<file path="src/rtl/sel_arb_mux.sv">
// -----------------------------------------------------------------------------
// sel_arb_mux
//
// N-channel selection multiplexer with a registered, valid/ready-handshaked
// output stage. The selection policy is fixed at elaboration time:
//   MODE 0 : fixed priority, lowest set request index wins
//   MODE 1 : unique, lowest index wins and a multi-hit raises err_multi
//   MODE 2 : round robin, search starts one past the last granted channel
// Missing-selection (full-case) and multi-hit (parallel-case) violations are
// reported as registered one-cycle pulses plus a saturating error counter.
//
// Parameters
//   N      number of request channels (2..16)
//   W      data width per channel
//   MODE   selection policy (see above)
//   CNT_W  width of the saturating error counter
//
// Ports
//   clk         rising-edge clock
//   rst         synchronous, active-high reset
//   req_valid   per-channel request
//   req_data    channel i data lives in bits [i*W +: W]
//   req_ready   one-hot grant (combinational)
//   req_expect  a selection is required this cycle (full-case check)
//   out_valid   output register holds a word
//   out_data    selected word
//   out_idx     index of the channel that supplied out_data
//   out_ready   downstream accepts the output word
//   err_multi   pulse: unique mode saw more than one request at grant
//   err_none    pulse: req_expect with no request while a slot was open
//   err_cnt     saturating count of error cycles
//   err_clr     synchronous clear of err_cnt (wins over an increment)
// -----------------------------------------------------------------------------
module sel_arb_mux #(
  parameter int N     = 4,
  parameter int W     = 8,
  parameter int MODE  = 0,
  parameter int CNT_W = 8
) (
  input  logic                   clk,
  input  logic                   rst,
  input  logic [N-1:0]           req_valid,
  input  logic [N*W-1:0]         req_data,
  output logic [N-1:0]           req_ready,
  input  logic                   req_expect,
  output logic                   out_valid,
  output logic [W-1:0]           out_data,
  output logic [$clog2(N)-1:0]   out_idx,
  input  logic                   out_ready,
  output logic                   err_multi,
  output logic                   err_none,
  output logic [CNT_W-1:0]       err_cnt,
  input  logic                   err_clr
);

  localparam int IW = $clog2(N);

  localparam int MODE_PRIORITY = 0;
  localparam int MODE_UNIQUE   = 1;
  localparam int MODE_RR       = 2;

  // Round-robin pointer starts at the last channel so channel 0 is served first.
  localparam logic [IW-1:0]    PTR_RST = IW'(N - 1);
  localparam logic [CNT_W-1:0] CNT_MAX = {CNT_W{1'b1}};
  localparam logic [CNT_W-1:0] CNT_ONE = {{(CNT_W-1){1'b0}}, 1'b1};
  localparam logic [N-1:0]     VEC_ONE = {{(N-1){1'b0}}, 1'b1};

  // ---------------------------------------------------------------------------
  // Selection helpers
  // ---------------------------------------------------------------------------

  // Lowest set index of v; 0 when v is empty (caller gates with |v).
  function automatic logic [IW-1:0] pick_lowest(input logic [N-1:0] v);
    logic found;
    pick_lowest = '0;
    found       = 1'b0;
    for (int i = 0; i < N; i++) begin
      if (!found && v[i]) begin
        pick_lowest = IW'(i);
        found       = 1'b1;
      end else begin
        found = found;
      end
    end
  endfunction

  // First set index searching p+1, p+2, ... wrapping N-1 -> 0. Because the
  // search covers N positions it ends on p itself, so a lone request from the
  // previously granted channel is still served.
  function automatic logic [IW-1:0] pick_rr(input logic [N-1:0] v,
                                            input logic [IW-1:0] p);
    logic found;
    int   idx;
    pick_rr = '0;
    found   = 1'b0;
    for (int k = 1; k <= N; k++) begin
      idx = (int'(p) + k) % N;
      if (!found && v[idx]) begin
        pick_rr = IW'(idx);
        found   = 1'b1;
      end else begin
        found = found;
      end
    end
  endfunction

  // One-hot encoding of a channel index.
  function automatic logic [N-1:0] to_onehot(input logic [IW-1:0] g);
    to_onehot    = '0;
    to_onehot[g] = 1'b1;
  endfunction

  // True when more than one bit of v is set (clearing the lowest set bit
  // leaves something behind).
  function automatic logic multi_hit(input logic [N-1:0] v);
    multi_hit = ((v & (v - VEC_ONE)) != '0);
  endfunction

  // ---------------------------------------------------------------------------
  // State
  // ---------------------------------------------------------------------------
  logic              out_valid_q, out_valid_d;
  logic [W-1:0]      out_data_q,  out_data_d;
  logic [IW-1:0]     out_idx_q,   out_idx_d;
  logic [IW-1:0]     ptr_q,       ptr_d;
  logic              err_multi_q, err_multi_d;
  logic              err_none_q,  err_none_d;
  logic [CNT_W-1:0]  err_cnt_q,   err_cnt_d;

  // ---------------------------------------------------------------------------
  // Combinational grant
  // ---------------------------------------------------------------------------
  logic              load_en;
  logic              any_req;
  logic              grant_en;
  logic [IW-1:0]     grant_idx;
  logic [W-1:0]      grant_data;

  // Open slot, request presence and the mode-dependent winner.
  always_comb begin
    load_en  = !out_valid_q || out_ready;
    any_req  = |req_valid;
    // No grant while in reset so nothing is consumed from a requester.
    grant_en = load_en && any_req && !rst;
    case (MODE)
      MODE_RR:       grant_idx = pick_rr(req_valid, ptr_q);
      MODE_UNIQUE:   grant_idx = pick_lowest(req_valid);
      MODE_PRIORITY: grant_idx = pick_lowest(req_valid);
      default:       grant_idx = pick_lowest(req_valid);
    endcase
  end

  // Data mux for the winning channel.
  always_comb begin
    grant_data = '0;
    for (int i = 0; i < N; i++) begin
      if (grant_idx == IW'(i)) begin
        grant_data = req_data[i*W +: W];
      end else begin
        grant_data = grant_data;
      end
    end
  end

  // One-hot grant back to the requesters.
  always_comb begin
    if (grant_en) begin
      req_ready = to_onehot(grant_idx);
    end else begin
      req_ready = '0;
    end
  end

  // ---------------------------------------------------------------------------
  // Next-state logic
  // ---------------------------------------------------------------------------

  // Output register: load on grant, drain when accepted with nothing new.
  always_comb begin
    out_valid_d = out_valid_q;
    out_data_d  = out_data_q;
    out_idx_d   = out_idx_q;
    if (grant_en) begin
      out_valid_d = 1'b1;
      out_data_d  = grant_data;
      out_idx_d   = grant_idx;
    end else if (load_en && out_ready) begin
      out_valid_d = 1'b0;
    end else begin
      out_valid_d = out_valid_q;
    end
  end

  // Round-robin pointer follows the last granted channel.
  always_comb begin
    if (grant_en && (MODE == MODE_RR)) begin
      ptr_d = grant_idx;
    end else begin
      ptr_d = ptr_q;
    end
  end

  // Error detection: only evaluated while the output slot is open.
  always_comb begin
    if (grant_en && (MODE == MODE_UNIQUE)) begin
      err_multi_d = multi_hit(req_valid);
    end else begin
      err_multi_d = 1'b0;
    end
    if (load_en && req_expect && !any_req && !rst) begin
      err_none_d = 1'b1;
    end else begin
      err_none_d = 1'b0;
    end
  end

  // Saturating counter; a simultaneous multi and none error counts once and
  // a clear overrides any increment in the same cycle.
  always_comb begin
    if (err_clr) begin
      err_cnt_d = '0;
    end else if ((err_multi_d || err_none_d) && (err_cnt_q != CNT_MAX)) begin
      err_cnt_d = err_cnt_q + CNT_ONE;
    end else begin
      err_cnt_d = err_cnt_q;
    end
  end

  // ---------------------------------------------------------------------------
  // Registers
  // ---------------------------------------------------------------------------

  // All state with synchronous reset; reset discards any held output word.
  always_ff @(posedge clk) begin
    if (rst) begin
      out_valid_q <= 1'b0;
      out_data_q  <= '0;
      out_idx_q   <= '0;
      ptr_q       <= PTR_RST;
      err_multi_q <= 1'b0;
      err_none_q  <= 1'b0;
      err_cnt_q   <= '0;
    end else begin
      out_valid_q <= out_valid_d;
      out_data_q  <= out_data_d;
      out_idx_q   <= out_idx_d;
      ptr_q       <= ptr_d;
      err_multi_q <= err_multi_d;
      err_none_q  <= err_none_d;
      err_cnt_q   <= err_cnt_d;
    end
  end

  assign out_valid = out_valid_q;
  assign out_data  = out_data_q;
  assign out_idx   = out_idx_q;
  assign err_multi = err_multi_q;
  assign err_none  = err_none_q;
  assign err_cnt   = err_cnt_q;

endmodule

</file>
<file path="config.mk">
export PLATFORM = sky130hd
export DESIGN_NAME = sel_arb_mux
export DESIGN_NICKNAME = d
export VERILOG_FILES = /design/src/rtl/sel_arb_mux.sv
export SDC_FILE = /design/constraint.sdc
export NUM_CORES = 1
export LEC_CHECK = 0
export CORE_ASPECT_RATIO = 1.2
export CORE_MARGIN = 2
export CORE_UTILIZATION = 35
export DETAILED_ROUTE_END_ITERATION = 7
export GPL_TIMING_DRIVEN = 0
export PLACE_DENSITY = 0.73
export SYNTH_ARGS = -nofsm -noshare
export SYNTH_HDL_FRONTEND = slang
export SYNTH_SLANG_ARGS = --single-unit
export TNS_END_PERCENT = 5
</file>
<file path="constraint.sdc">
create_clock -name clk -period 1.67 [get_ports clk]
set_clock_uncertainty 0.1 [all_clocks]
set_input_delay 0.2505 -clock clk [delete_from_list [all_inputs] [get_ports clk]]
set_output_delay 0.2505 -clock clk [all_outputs]
set_load 0.05 [all_outputs]
</file>
## Word level (Yosys, flattened, before mapping)

Index checks and enable logic that the tools add are counted.

| word-level totals | value |
|---|---|
| bits in registers | 20 |
| logic and storage cells | 50 |
| output and inout port bits | 25 |

| operators by class | value |
|---|---|
| multiplexer cells | 16 |
| magnitude comparators | 2 |
| add/subtract/negate cells | 1 |
| reductions and logical operators | 22 |
| equality and inequality tests | 4 |

Operator list:

| cell | count |
|---|---|
| 8-bit two-way mux | 4 |
| 1-bit logical AND | 11 |
| 8-bit by 1-bit adder with 8-bit output, second input constant | 1 |
| 1-bit two-way mux | 8 |
| 8-bit inequality test, second input constant | 1 |
| 1-bit zero test | 6 |
| 2-bit == test, second input constant | 2 |
| 2-bit two-way mux | 2 |
| 4-bit two-way mux | 1 |
| 4-bit OR reduction | 1 |
| 2-bit by 3-bit < comparator with 1-bit output, second input constant | 1 |
| 1-bit demux with 2-bit select | 1 |
| 2-bit by 1-bit == test with 1-bit output, second input constant | 1 |
| 2-bit by 1-bit greater-or-equal comparator with 1-bit output, second input constant | 1 |
| 2-bit zero test | 1 |
| 2-bit nonzero test | 1 |
| 2-bit OR reduction | 1 |
| 1-bit logical OR | 1 |

## Logic depth before layout (Yosys ltp)

| logic depth | value |
|---|---|
| depth in word-level cells | 15 |
| gate-level depth with buffers | 6 |
| depth with buffers taken out | 5 |

## Least setup slack after synthesis

OpenSTA, ideal clock, no wires.

| path | value |
|---|---|
| path type | input to output |
| start point | input req_valid[1] |
| end point | output req_ready[2] |
| path slack | -0.531 ns |
| data arrival time | 1.850 ns |
| path buffers | 1 |
| stages | 4 |
| cells stage by stage | clkbuf_1 > nor2_1 > nand2_1 > nor3_1 |

| on the way | value |
|---|---|
| cells in the longest elaborated chain, start to end | 13 |
| elaborated cells on any way between the ends | 19 |

RTL lines:

| item | line | source |
|---|---|---|
| start, declared | 42 | `input logic [N-1:0] req_valid,` |
| 1-bit logical AND | 78 | `if (!found && v[i]) begin` |
| 1-bit two-way mux | 78 |  |
| 1-bit zero test | 78 |  |
| 1-bit logical AND | 78 |  |
| 1-bit two-way mux | 78 |  |
| 1-bit zero test | 78 |  |
| 1-bit logical AND | 78 |  |
| 2-bit two-way mux | 78 |  |
| 2-bit by 3-bit < comparator with 1-bit output (not written as such) / 2-bit by 1-bit greater-or-equal comparator with 1-bit output (equally long branches) | 110 | `to_onehot[g] = 1'b1;` |
| 1-bit logical AND (not written as such) | 110 |  |
| 1-bit two-way mux (not written as such) | 110 |  |
| 1-bit demux with 2-bit select | 110 |  |
| 4-bit two-way mux (*) | 167 | `if (grant_en) begin` |
| end, declared | 44 | `output logic [N-1:0] req_ready,` |

Mark *: on every way between the ends. The rest lies on a longest branch, timed or not.

## Worst setup path after layout

| path | value |
|---|---|
| start point | input req_valid[1] |
| end point | output req_ready[3] |

Same word-level chain as after synthesis.

==> results.json <==
{
  "status": "complete, but fails checks",
  "violations": "negative setup slack",
  "hold_class": "input port to flip-flop",
  "yosysWarnings": 0,
  "cts.clk_slew.worst_paths_ns": 0.08,
  "vias": 1454,
  "cts.path.max_buffers": 2,
  "synth_top_area_cell": "dfxtp_1",
  "synthMostInstantiatedCell": "a21oi_1",
  "ys_ff_latch": 20,
  "synth_common_cells": "24 x a21oi_1, 20 x dfxtp_1, 11 x nand2b_1",
  "die_y_um": 68.01,
  "syn_avg_cell_area_um2": 8.415,
  "placed_cell_area_um2": 1888,
  "htree_levels": 1,
  "seq_area_frac_synth": 0.3351,
  "powerDensity_nw_per_um2": 586.4,
  "ys_types": 35,
  "syn_inst": 142,
  "worst-r2r-setup-slack_ns": 0.07,
  "critical-path-top-delay-family": "simple AND/OR/NAND/NOR gates",
  "synth_top_family_by_area": "compound AO/OA/AOI/OAI gates",
  "wirelength_um": 4289,
  "maxCapViolCount": 0,
  "tightest_slew_ns": 0.5239,
  "synth_nets": 184,
  "path_max_fanout": 4,
  "critPathBufInv": 3,
  "synth_area_leaders": "dfxtp_1 34%, a21oi_1 10%, a22o_1 5.9%",
  "required_ns": 1.32,
  "first_pass_iters": 4,
  "nFillCells": 293,
  "m1WireLength_um": 1721,
  "dpl_worst_slack_ns": -1.354,
  "drive_above_1_share": 0.1935,
  "synth_compound_area_frac": 0.3047,
  "io_pins": 66,
  "worst_setup_path_start_kind": "input port",
  "crit_path_end": "req_ready[3]",
  "synth_top_area_share": 0.3351,
  "finalCritPeriodShare": 1.021,
  "criticalPathCategory": "input port to primary output",
  "grt_util_all_layers": 0.2135,
  "finalMaxSlewViolations": 0,
  "ff_latch_area_um2": 401.6,
  "synthSimpleGateAreaFrac": 0.2702,
  "setup_slack_ns": -0.03491,
  "port_buffers": 63,
  "grt_pass1_wl_um": 6699,
  "cp.arrival_ns": 1.35,
  "cts.sinks": 20,
  "antenna_left": 0,
  "drt_first_iter_violations": 70,
  "synth_mux_area_frac": 0.01675,
  "cts_hold_buffers": 0,
  "period_needed_ns": 1.705,
  "fp.coreArea_um2": 3309,
  "worstReg2RegStart": "out_valid",
  "cp.depth": 5,
  "worst_path_largest_cell_delay_ns": 0.40,
  "synthAdderAreaFrac": 0.01047,
  "crit_top_cell": "buf_8",
  "synthArstFlopShare": 0,
  "grt_pass1_vias": 1444,
  "wl_met2_um": 2146,
  "rsz0062_at_grt": "yes",
  "crit_start": "req_valid[1]",
  "synth_xor_area_frac": 0,
  "die_w_um": 57.34,
  "drc": 0,
  "synthToLayoutAreaGrowth_pct": 74.14,
  "cts_root_buf": "clkbuf_8",
  "antenna_found_initial": 0,
  "max_freq_mhz": 586.5,
  "design.die.area_um2": 3899,
  "dp_hpwl_um": 2991,
  "slew_headroom": 0.6521,
  "cp_cell_sequence": "buf_8, or3_4, nor4b_4, buf_4, buf_8",
  "final_area_um2": 2081,
  "worst_ir_drop_vdd_mv": 0.4124,
  "vias_per_cell": 5.724,
  "multi_input_area_um2": 779.5,
  "hold_viol": 0,
  "met3_length_um": 389,
  "maxUsedRoutingLayer": "met4",
  "setup_viol": 1,
  "synth_edf_count": 0,
  "clkLatencyLatePin_ns": 0.26,
  "numCtsBuffers": 3,
  "critPathCaptureType": "primary output",
  "grt_max_degree": 11,
  "gr-total-overflow": 0,
  "worstRegToRegCells": 7,
  "syn_area_um2": 1195,
  "cpMaxStageDelayCell": "or3_4",
  "diodes": 0,
  "routedWlPerCell_um": 16.89,
  "r2r_end": "out_data[1]",
  "synthFlopType": "dfxtp_1",
  "leakagePower_uw": 0.0008668,
  "gp_congestion": 0.8208,
  "start_util": 0.3611,
  "nNetsFinal": 261,
  "cts_tree": "built",
  "fp-row-count": 23
}
[worst min-delay path, delay by kind of cell]
| family | cells | cell delay (ns) |
|---|---|---|
| simple gates | 1 | 0.06 |
| compound gates | 1 | 0.13 |
| buf+inv | 1 | 0.10 |
[logic make-up after synthesis]
logic type / count (synthesis)
buf+inv: 16
compound gates: 54
other cells: 1
mux: 2
flops: 20
simple gates: 48
fa+ha+maj: 1
[final cells by class]
cell class                 instances  area share
multi-input combinational        106      0.3746
timing repair buffer              72      0.3301
inverter                           5    0.009020
buffer                            11     0.05111
clock buffer                       3     0.01984
tap                               37     0.02225
sequential                        20      0.1930
[through the flow]
| stage | total power [uW] | TNS (ns) | util | hold WS, ns | cells |
|---|---|---|---|---|---|
| floorplan | 716.3 | -3.267 | - | 0.3254 | 142 |
| global placement | 886.8 | -13.64 | 0.5705 | 0.3448 | 242 |
| detailed placement | 891.3 | -14.01 | 0.5705 | 0.3462 | 242 |
| CTS | 1215 | -0.2085 | 0.6102 | 0.2396 | 249 |
| global route | 1271 | -0.1034 | 0.6287 | 0.2619 | 254 |
| finish | 1220 | -0.03491 | 0.6287 | 0.2224 | 254 |
[placed cells by master (no fill, tap or decap), types with 2 or more instances in the layout]
master | synthesis | routed
clkdlybuf4s50_1 | 0 | 34
a21oi_1 | 24 | 24
dlygate4sd2_1 | 0 | 21
dfxtp_1 | 20 | 19
buf_4 | 1 | 11
nand2b_1 | 11 | 10
a22o_1 | 8 | 8
o221ai_1 | 8 | 8
a22oi_1 | 8 | 7
clkbuf_8 | 0 | 6
inv_1 | 5 | 5
buf_6 | 1 | 5
nand2_1 | 6 | 5
or3_1 | 5 | 4
buf_1 | 3 | 3
nand4_1 | 3 | 3
nor3_2 | 0 | 2
and3_1 | 2 | 2
clkbuf_2 | 0 | 2
nand3_1 | 2 | 2
or4_1 | 2 | 2
or2_2 | 2 | 2
nor2_1 | 3 | 2
mux2i_1 | 2 | 2
o21ai_0 | 2 | 2
buf_8 | 0 | 2
[sequential cells by signal (all words and copies together) (netlist names)]
| name | flops |
|---|---|
| err_cnt | 8 |
| err_none | 1 |
| out_data | 8 |
| out_idx | 2 |
| out_valid | 1 |
[power by group]
group | internal, uW | total, uW | switching (uW)
Sequential | 497 | 508 | 10.4
Clock | 160 | 311 | 150
Combinational | 190 | 402 | 212
[how the worst min path moves through the flow]
stage                      start    endpoint  slack (ns)  cells past startpoint
floorplan           req_valid[0]   out_valid        0.33                      2
global route        req_valid[2]   out_valid        0.26                      3
detailed placement    out_idx[1]  out_idx[1]        0.35                      2
global placement      out_idx[1]  out_idx[1]        0.34                      2
CTS                 req_valid[3]   out_valid        0.24                      3
finish              req_valid[2]   out_valid        0.22                      3
[timing repair]
item	CTS	global route
endpoints found under the setup margin	42	17
endpoints found under the hold margin	0	0
resized for setup	77	21
pin swaps	3	2
setup buffers	4	5
[metal layers]
layer  GRT usage  up-vias
met5           0        -
met4     0.06395        0
met3     0.05104        4
met2      0.3920       77
met1      0.2440      677
li1            -      696
(Power assumes the default switching activity.)
